--- src/rtl/parking_gate_ctrl_pkg.sv ---
// Shared types and defaults for the parking gate controller.
// Gate state names, parameter defaults, gate_abort bit positions and a saturating counter helper.
package parking_gate_pkg;

  typedef enum logic [2:0] {
    G_IDLE,
    G_CHECK,
    G_OPEN,
    G_PEND,
    G_CLOSE,
    G_DENY
  } gate_state_t;

  localparam int DEBOUNCE_DEF     = 4;
  localparam int OPEN_TIMEOUT_DEF = 64;
  localparam int CLOSE_HOLD_DEF   = 8;

  localparam int ABORT_ENTRY = 0;
  localparam int ABORT_EXIT  = 1;

  function automatic logic [7:0] sat_inc(input logic [7:0] v);
    return (v == 8'hFF) ? v : v + 8'd1;
  endfunction

endpackage

--- src/rtl/parking_gate_ctrl_if.sv ---
// Sensor, badge, vacancy and event signals between the gate controller and its surroundings.
// The controller takes the slave side; the environment driving sensors takes the master side.
interface parking_gate_ctrl_if;
  logic       entry_sensor;
  logic       entry_badge_uni;
  logic       exit_sensor;
  logic       exit_badge_uni;
  logic       uni_is_vacated_space;
  logic       is_vacated_space;
  logic       car_entered;
  logic       is_uni_car_entered;
  logic       car_exited;
  logic       is_uni_car_exited;
  logic       entry_barrier_up;
  logic       exit_barrier_up;
  logic       entry_denied;
  logic [1:0] gate_abort;

  modport master (
    output entry_sensor, entry_badge_uni, exit_sensor, exit_badge_uni,
           uni_is_vacated_space, is_vacated_space,
    input  car_entered, is_uni_car_entered, car_exited, is_uni_car_exited,
           entry_barrier_up, exit_barrier_up, entry_denied, gate_abort
  );

  modport slave (
    input  entry_sensor, entry_badge_uni, exit_sensor, exit_badge_uni,
           uni_is_vacated_space, is_vacated_space,
    output car_entered, is_uni_car_entered, car_exited, is_uni_car_exited,
           entry_barrier_up, exit_barrier_up, entry_denied, gate_abort
  );
endinterface

--- src/rtl/parking_gate_ctrl_gate_fsm.sv ---
// One barrier gate: loop debouncer, admission check, barrier timer and close hold.
// Barrier rises DEBOUNCE+1 cycles after a raw sensor rise; sits in PEND until the arbiter grants.
module gate_fsm
  import parking_gate_pkg::*;
#(
  parameter bit IS_ENTRY     = 1'b1,
  parameter int DEBOUNCE     = DEBOUNCE_DEF,
  parameter int OPEN_TIMEOUT = OPEN_TIMEOUT_DEF,
  parameter int CLOSE_HOLD   = CLOSE_HOLD_DEF
) (
  input  logic        clk,
  input  logic        start,
  input  logic        sensor,
  input  logic        badge_uni,
  input  logic        uni_vac,
  input  logic        gen_vac,
  input  logic        grant,
  output gate_state_t state,
  output logic        barrier_up,
  output logic        abort,
  output logic        uni
);

  logic       filt;
  logic [3:0] db_cnt;
  logic       db_flip;
  logic       lvl;
  logic       admit;
  logic [7:0] timer;

  // lvl is the filtered level as it will be after this edge, so the FSM reacts in the flip cycle
  assign db_flip = (sensor != filt) && (db_cnt == 4'(DEBOUNCE - 1));
  assign lvl     = db_flip ? sensor : filt;
  assign admit   = !IS_ENTRY || (badge_uni ? uni_vac : gen_vac);

  always_ff @(posedge clk or negedge start) begin
    if (!start) begin
      filt   <= 1'b0;
      db_cnt <= '0;
    end else if (sensor == filt) begin
      db_cnt <= '0;
    end else if (db_flip) begin
      filt   <= sensor;
      db_cnt <= '0;
    end else begin
      db_cnt <= db_cnt + 4'd1;
    end
  end

  always_ff @(posedge clk or negedge start) begin
    if (!start) begin
      state      <= G_IDLE;
      barrier_up <= 1'b0;
      abort      <= 1'b0;
      uni        <= 1'b0;
      timer      <= '0;
    end else begin
      abort <= 1'b0;
      case (state)
        G_IDLE: if (lvl) state <= G_CHECK;
        G_CHECK: begin
          uni <= badge_uni;
          if (admit) begin
            state      <= G_OPEN;
            barrier_up <= 1'b1;
            timer      <= '0;
          end else begin
            state <= G_DENY;
          end
        end
        G_OPEN: begin
          if (!lvl) begin
            state      <= G_PEND;
            barrier_up <= 1'b0;
          end else if (timer == 8'(OPEN_TIMEOUT - 1)) begin
            state      <= G_CLOSE;
            barrier_up <= 1'b0;
            abort      <= 1'b1;
            timer      <= '0;
          end else begin
            timer <= sat_inc(timer);
          end
        end
        G_PEND: begin
          if (grant) begin
            state <= G_CLOSE;
            timer <= '0;
          end
        end
        G_CLOSE: begin
          if (timer == 8'(CLOSE_HOLD - 1)) state <= G_IDLE;
          else                              timer <= sat_inc(timer);
        end
        G_DENY: if (!lvl) state <= G_IDLE;
        default: state <= G_IDLE;
      endcase
    end
  end

endmodule

--- src/rtl/parking_gate_ctrl.sv ---
// Entry/exit gate pair plus the event arbiter feeding the occupancy tracker.
// Events are registered; exit wins ties and every event is followed by one idle cycle.
module parking_gate_ctrl
  import parking_gate_pkg::*;
#(
  parameter int DEBOUNCE     = DEBOUNCE_DEF,
  parameter int OPEN_TIMEOUT = OPEN_TIMEOUT_DEF,
  parameter int CLOSE_HOLD   = CLOSE_HOLD_DEF
) (
  input logic                clk,
  input logic                start,
  parking_gate_ctrl_if.slave bus
);

  gate_state_t ent_state, ext_state;
  logic ent_barrier, ext_barrier;
  logic ent_abort, ext_abort;
  logic ent_uni, ext_uni;
  logic ent_grant, ext_grant;
  logic ent_pend, ext_pend, gap;
  logic ce_q, uce_q, cx_q, ucx_q;

  gate_fsm #(
    .IS_ENTRY(1'b1), .DEBOUNCE(DEBOUNCE),
    .OPEN_TIMEOUT(OPEN_TIMEOUT), .CLOSE_HOLD(CLOSE_HOLD)
  ) u_entry (
    .clk(clk), .start(start),
    .sensor(bus.entry_sensor), .badge_uni(bus.entry_badge_uni),
    .uni_vac(bus.uni_is_vacated_space), .gen_vac(bus.is_vacated_space),
    .grant(ent_grant), .state(ent_state), .barrier_up(ent_barrier),
    .abort(ent_abort), .uni(ent_uni)
  );

  gate_fsm #(
    .IS_ENTRY(1'b0), .DEBOUNCE(DEBOUNCE),
    .OPEN_TIMEOUT(OPEN_TIMEOUT), .CLOSE_HOLD(CLOSE_HOLD)
  ) u_exit (
    .clk(clk), .start(start),
    .sensor(bus.exit_sensor), .badge_uni(bus.exit_badge_uni),
    .uni_vac(bus.uni_is_vacated_space), .gen_vac(bus.is_vacated_space),
    .grant(ext_grant), .state(ext_state), .barrier_up(ext_barrier),
    .abort(ext_abort), .uni(ext_uni)
  );

  // The tracker is edge-sensitive and ignores exit while entered is high
  assign ent_pend  = (ent_state == G_PEND);
  assign ext_pend  = (ext_state == G_PEND);
  assign gap       = ce_q | cx_q;
  assign ext_grant = ext_pend && !gap;
  assign ent_grant = ent_pend && !ext_pend && !gap;

  always_ff @(posedge clk or negedge start) begin
    if (!start) begin
      ce_q  <= 1'b0;
      uce_q <= 1'b0;
      cx_q  <= 1'b0;
      ucx_q <= 1'b0;
    end else begin
      ce_q  <= ent_grant;
      uce_q <= ent_grant & ent_uni;
      cx_q  <= ext_grant;
      ucx_q <= ext_grant & ext_uni;
    end
  end

  assign bus.car_entered              = ce_q;
  assign bus.is_uni_car_entered       = uce_q;
  assign bus.car_exited               = cx_q;
  assign bus.is_uni_car_exited        = ucx_q;
  assign bus.entry_barrier_up         = ent_barrier;
  assign bus.exit_barrier_up          = ext_barrier;
  assign bus.entry_denied             = (ent_state == G_DENY);
  assign bus.gate_abort[ABORT_ENTRY]  = ent_abort;
  assign bus.gate_abort[ABORT_EXIT]   = ext_abort;

endmodule

--- src/flat_wrapper.sv ---
// flat-port wrapper written by rule: the top's interface ports become plain ports
module parking_gate_ctrl_flat import parking_gate_pkg::*;
#(
  parameter int DEBOUNCE     = DEBOUNCE_DEF,
  parameter int OPEN_TIMEOUT = OPEN_TIMEOUT_DEF,
  parameter int CLOSE_HOLD   = CLOSE_HOLD_DEF
)
  (clk, start, bus_entry_sensor, bus_entry_badge_uni, bus_exit_sensor, bus_exit_badge_uni, bus_uni_is_vacated_space, bus_is_vacated_space, bus_car_entered, bus_is_uni_car_entered, bus_car_exited, bus_is_uni_car_exited, bus_entry_barrier_up, bus_exit_barrier_up, bus_entry_denied, bus_gate_abort);
  parking_gate_ctrl_if bus_i ();
  input logic clk;
  input logic start;
  input wire logic [$bits(bus_i.entry_sensor)-1:0] bus_entry_sensor;
  input wire logic [$bits(bus_i.entry_badge_uni)-1:0] bus_entry_badge_uni;
  input wire logic [$bits(bus_i.exit_sensor)-1:0] bus_exit_sensor;
  input wire logic [$bits(bus_i.exit_badge_uni)-1:0] bus_exit_badge_uni;
  input wire logic [$bits(bus_i.uni_is_vacated_space)-1:0] bus_uni_is_vacated_space;
  input wire logic [$bits(bus_i.is_vacated_space)-1:0] bus_is_vacated_space;
  output wire logic [$bits(bus_i.car_entered)-1:0] bus_car_entered;
  output wire logic [$bits(bus_i.is_uni_car_entered)-1:0] bus_is_uni_car_entered;
  output wire logic [$bits(bus_i.car_exited)-1:0] bus_car_exited;
  output wire logic [$bits(bus_i.is_uni_car_exited)-1:0] bus_is_uni_car_exited;
  output wire logic [$bits(bus_i.entry_barrier_up)-1:0] bus_entry_barrier_up;
  output wire logic [$bits(bus_i.exit_barrier_up)-1:0] bus_exit_barrier_up;
  output wire logic [$bits(bus_i.entry_denied)-1:0] bus_entry_denied;
  output wire logic [$bits(bus_i.gate_abort)-1:0] bus_gate_abort;
  assign bus_i.entry_sensor = bus_entry_sensor;
  assign bus_i.entry_badge_uni = bus_entry_badge_uni;
  assign bus_i.exit_sensor = bus_exit_sensor;
  assign bus_i.exit_badge_uni = bus_exit_badge_uni;
  assign bus_i.uni_is_vacated_space = bus_uni_is_vacated_space;
  assign bus_i.is_vacated_space = bus_is_vacated_space;
  assign bus_car_entered = bus_i.car_entered;
  assign bus_is_uni_car_entered = bus_i.is_uni_car_entered;
  assign bus_car_exited = bus_i.car_exited;
  assign bus_is_uni_car_exited = bus_i.is_uni_car_exited;
  assign bus_entry_barrier_up = bus_i.entry_barrier_up;
  assign bus_exit_barrier_up = bus_i.exit_barrier_up;
  assign bus_entry_denied = bus_i.entry_denied;
  assign bus_gate_abort = bus_i.gate_abort;
  parking_gate_ctrl #(.DEBOUNCE(DEBOUNCE), .OPEN_TIMEOUT(OPEN_TIMEOUT), .CLOSE_HOLD(CLOSE_HOLD)) u_core (.clk(clk), .start(start), .bus(bus_i));
endmodule
--- config.mk ---
export PLATFORM = sky130hd
export DESIGN_NAME = parking_gate_ctrl_flat
export DESIGN_NICKNAME = d
export VERILOG_FILES = /design/src/rtl/parking_gate_ctrl_pkg.sv /design/src/rtl/parking_gate_ctrl_if.sv /design/src/rtl/parking_gate_ctrl_gate_fsm.sv /design/src/rtl/parking_gate_ctrl.sv /design/src/flat_wrapper.sv
export SDC_FILE = /design/constraint.sdc
export NUM_CORES = 1
export LEC_CHECK = 0
export ABC_AREA = 1
export CORE_UTILIZATION = 53
export DETAILED_ROUTE_END_ITERATION = 10
export HOLD_SLACK_MARGIN = 0.06
export PLACE_DENSITY = 0.73
export SETUP_SLACK_MARGIN = 0.15
export SYNTH_ARGS = -nofsm -noshare
export SYNTH_HDL_FRONTEND = slang
export SYNTH_SLANG_ARGS = --single-unit
--- constraint.sdc ---
create_clock -name clk -period 4.1 [get_ports clk]
set_clock_uncertainty 0.15 [all_clocks]
set_input_delay 1.23 -clock clk [delete_from_list [all_inputs] [get_ports clk]]
set_output_delay 1.23 -clock clk [all_outputs]
set_load 0.02 [all_outputs]
==> reports/metrics.yaml <==
die_w_um: 72.6
p_leak_nw: 1.56
clk_latency_ns: 0.30
syn_nets: 365
wl_per_cell_um: 11.6
drc: 0
stdcell_count: 440
rsz0062_at_grt: "false"
num_vias: 2290
yosysSeqAreaShare_pct: 39.8
relSlewSlack_pct: 40.9
synthCells: 353
multi_input_area_um2: 1420
ios: 17
critPathArrivalTime_ns: 1.69
numCtsBuffers: 5
portBuffers: 16
setup_viol: 0
crit_family: "buffers and inverters"
holdPathEnd: "u_core.u_exit.db_cnt[0]"
layout-drive-gt1-share_pct: 10.7
cp_data_required_time_ns: 2.72
synth_ff_type: "dfrtp_1"
antenna_found_initial: 0
root_buffer: "clkbuf_8"
r2r_end: "u_core.u_entry.timer[6]"
vdd_ir_drop_max_v: 0.000401
grt_overflow: 0
cts_setup_buffers: 0
mostFrequentLayoutCells: "nand2_1, nand3_1, dfrtp_1, inv_1, nor2_1"
htreeDepth: 2
design_area_um2: 2940
final_common_cell: "nand2_1"
critPathKind: "flop to output port"
area_delta_synth_final_pct: 11.2
row_count: 25
startpoint_type: "flop"
async_flop_share_pct: 100
postCtsResizedCells: 0
drt_iter0_drc: 141
critPathMaxFanout: 5
cts_tree: "built"
outcome: "finished, final reports clean"
core_um2: 4750
postRouteAntennaNets: 0
wl_um: 5120
syn_area_um2: 2640
r2r_cells: 8
viasPerCell: 5.20
fp.dieH_um: 72.6
hold_path.class: "flop to flop"
dp_cells: 432
n_antenna_cell: 0
gr-usage-all-layers_pct: 22.0
grt_max_degree: 43
pwr_density_cell_nw_per_um2: 580
ctsLongestPathBuffers: 2
power_switching_w: 0.000782
tightest_slew_ns: 0.887
finalSetupTns_ns: 0
drv_cap: 0
cts_hold_buf: 0
nFillCells: 434
placed_cell_area_um2: 2850
path_cells: "inv_1 > nand3_1 > inv_1 > clkdlybuf4s50_1"
gp_congestion: 0.869
finalCritPeriodShare_pct: 74.8
nets: 384
dp_hpwl_um: 3850
synth_seq_cells: 42
start_util_pct: 55.6
p_int_w: 0.000923
cts.clk_slew.worst_paths_ns: 0.09
hold_depth: 1
synth_cell_types: 35
grt_pass1_vias: 2103
combinationalPowerShare_pct: 47.6
critPathBufInv: 3
cp_common_cell: "inv_1"
reg2reg_from: "u_core.u_entry.timer[0]"
ys_warn_count: 0
dieArea_um2: 5270
first_pass_iters: 4
max_freq_mhz: 326
swShare_pct: 45.9
r2r_slack_ns: 2.17
pwr-share-clk_pct: 15.7
hold_viol_final: 0
synth_edf_count: 0
crit_slowest_cell: "clkdlybuf4s50_1"
min_from: "u_core.u_exit.db_cnt[0]"
crit_path_max_incr_delay_ns: 0.59
fin_crit_ns: 3.07
syn_area_per_cell_um2: 7.49
grt_pass1_wl_um: 9050
critPathCaptureType: "output port"
seqPwrFrac_pct: 36.7
regArea_um2: 1050
drv_slew: 0
cts.sinks: 42
[power by group through the flow]
stage | combinational [W] | clock (W) | sequential [W]
floorplan | 0.000633 | 0 | 0.000620
global placement | 0.000793 | 0 | 0.000632
detailed placement | 0.000810 | 0 | 0.000632
CTS | 0.000813 | 0.000277 | 0.000625
global route | 0.000919 | 0.000295 | 0.000644
finish | 0.000813 | 0.000267 | 0.000626
[layer usage]
layer	vias up	share of wire, %	routed length, µm	track usage (%)
met5	-	0	0	0
met4	0	2.2	114	8.93
met3	12	3.4	174	4.56
met2	55	46	2350	35.8
met1	1035	48	2480	28.7
li1	1188	-	-	-
[final cells by class]
type	count	area share, %
flip-flops and latches	42	35.7
multi-input cells	270	48.4
clock buffers	5	2.34
inverters	37	4.72
repair buffers	16	5.28
well taps	67	2.85
clock inverters	3	0.638
[per-stage QoR]
step	worst slack, ns	hold WS [ns]	total power [W]	util (%)
detailed placement	1.27	0.301	0.00144	60.0
floorplan	1.91	0.281	0.00125	-
global route	0.927	0.357	0.00186	61.8
CTS	1.02	0.315	0.00172	61.8
finish	1.03	0.311	0.00171	61.8
global placement	1.31	0.300	0.00143	60.0
[cell families (layout without fill, tap and decap cells)]
| family | Yosys count | after routing | synth area share, % |
|---|---|---|---|
| compound gates | 38 | 38 | 7.81 |
| mux | 2 | 2 | 0.805 |
| buf+inv | 41 | 61 | 6.39 |
| xor+xnor | 8 | 8 | 2.65 |
| simple gates | 218 | 218 | 40.7 |
| fa+ha+maj | 4 | 4 | 1.89 |
| flops | 42 | 42 | 39.8 |
[worst register-to-register path, cell delays in order, from the launching register on]
cell,delay [ns]
dfrtp_1,0.50
ha_1,0.31
nand2_4,0.11
nor2_8,0.18
nand3b_4,0.14
nand3_1,0.15
o21ai_0,0.13
nand3_1,0.10
nand2_1,0.05
[how the worst max path moves through the flow]
stage | slack [ns] | start | to | depth (start not counted)
6_report | 1.03 | u_core.u_entry.state[1] | bus_entry_denied | 4
5_1_grt | 0.93 | u_core.u_entry.state[1] | bus_entry_denied | 4
4_1_cts | 1.02 | u_core.u_entry.state[1] | bus_entry_denied | 4
3_5_place_dp | 1.27 | bus_entry_sensor | u_core.u_entry.timer[3] | 8
3_3_place_gp | 1.31 | bus_entry_sensor | u_core.u_entry.timer[0] | 8
2_1_floorplan | 1.91 | bus_entry_sensor | u_core.u_entry.timer[0] | 7
[sequential cells by signal, indices dropped and copies added (netlist names), 3 cells and up]
| name | count |
|---|---|
| u_core.u_entry.state | 3 |
| u_core.u_exit.state | 3 |
| u_core.u_entry.db_cnt | 4 |
| u_core.u_exit.db_cnt | 4 |
| u_core.u_exit.timer | 8 |
| u_core.u_entry.timer | 8 |
[Yosys cell counts, drive strengths merged (3+ instances only)]
cell | n | area share, %
a22oi | 3 | 0.85
buf | 4 | 1.1
nor2 | 38 | 8.0
nand2 | 114 | 17
o21ai | 32 | 6.1
ha | 4 | 1.9
xnor2 | 4 | 1.3
dfrtp | 42 | 40
xor2 | 4 | 1.3
nand3 | 47 | 10
nor3 | 5 | 1.6
inv | 37 | 5.3
nand4 | 7 | 1.7
No activity file was read; power rests on OpenSTA's default activity.
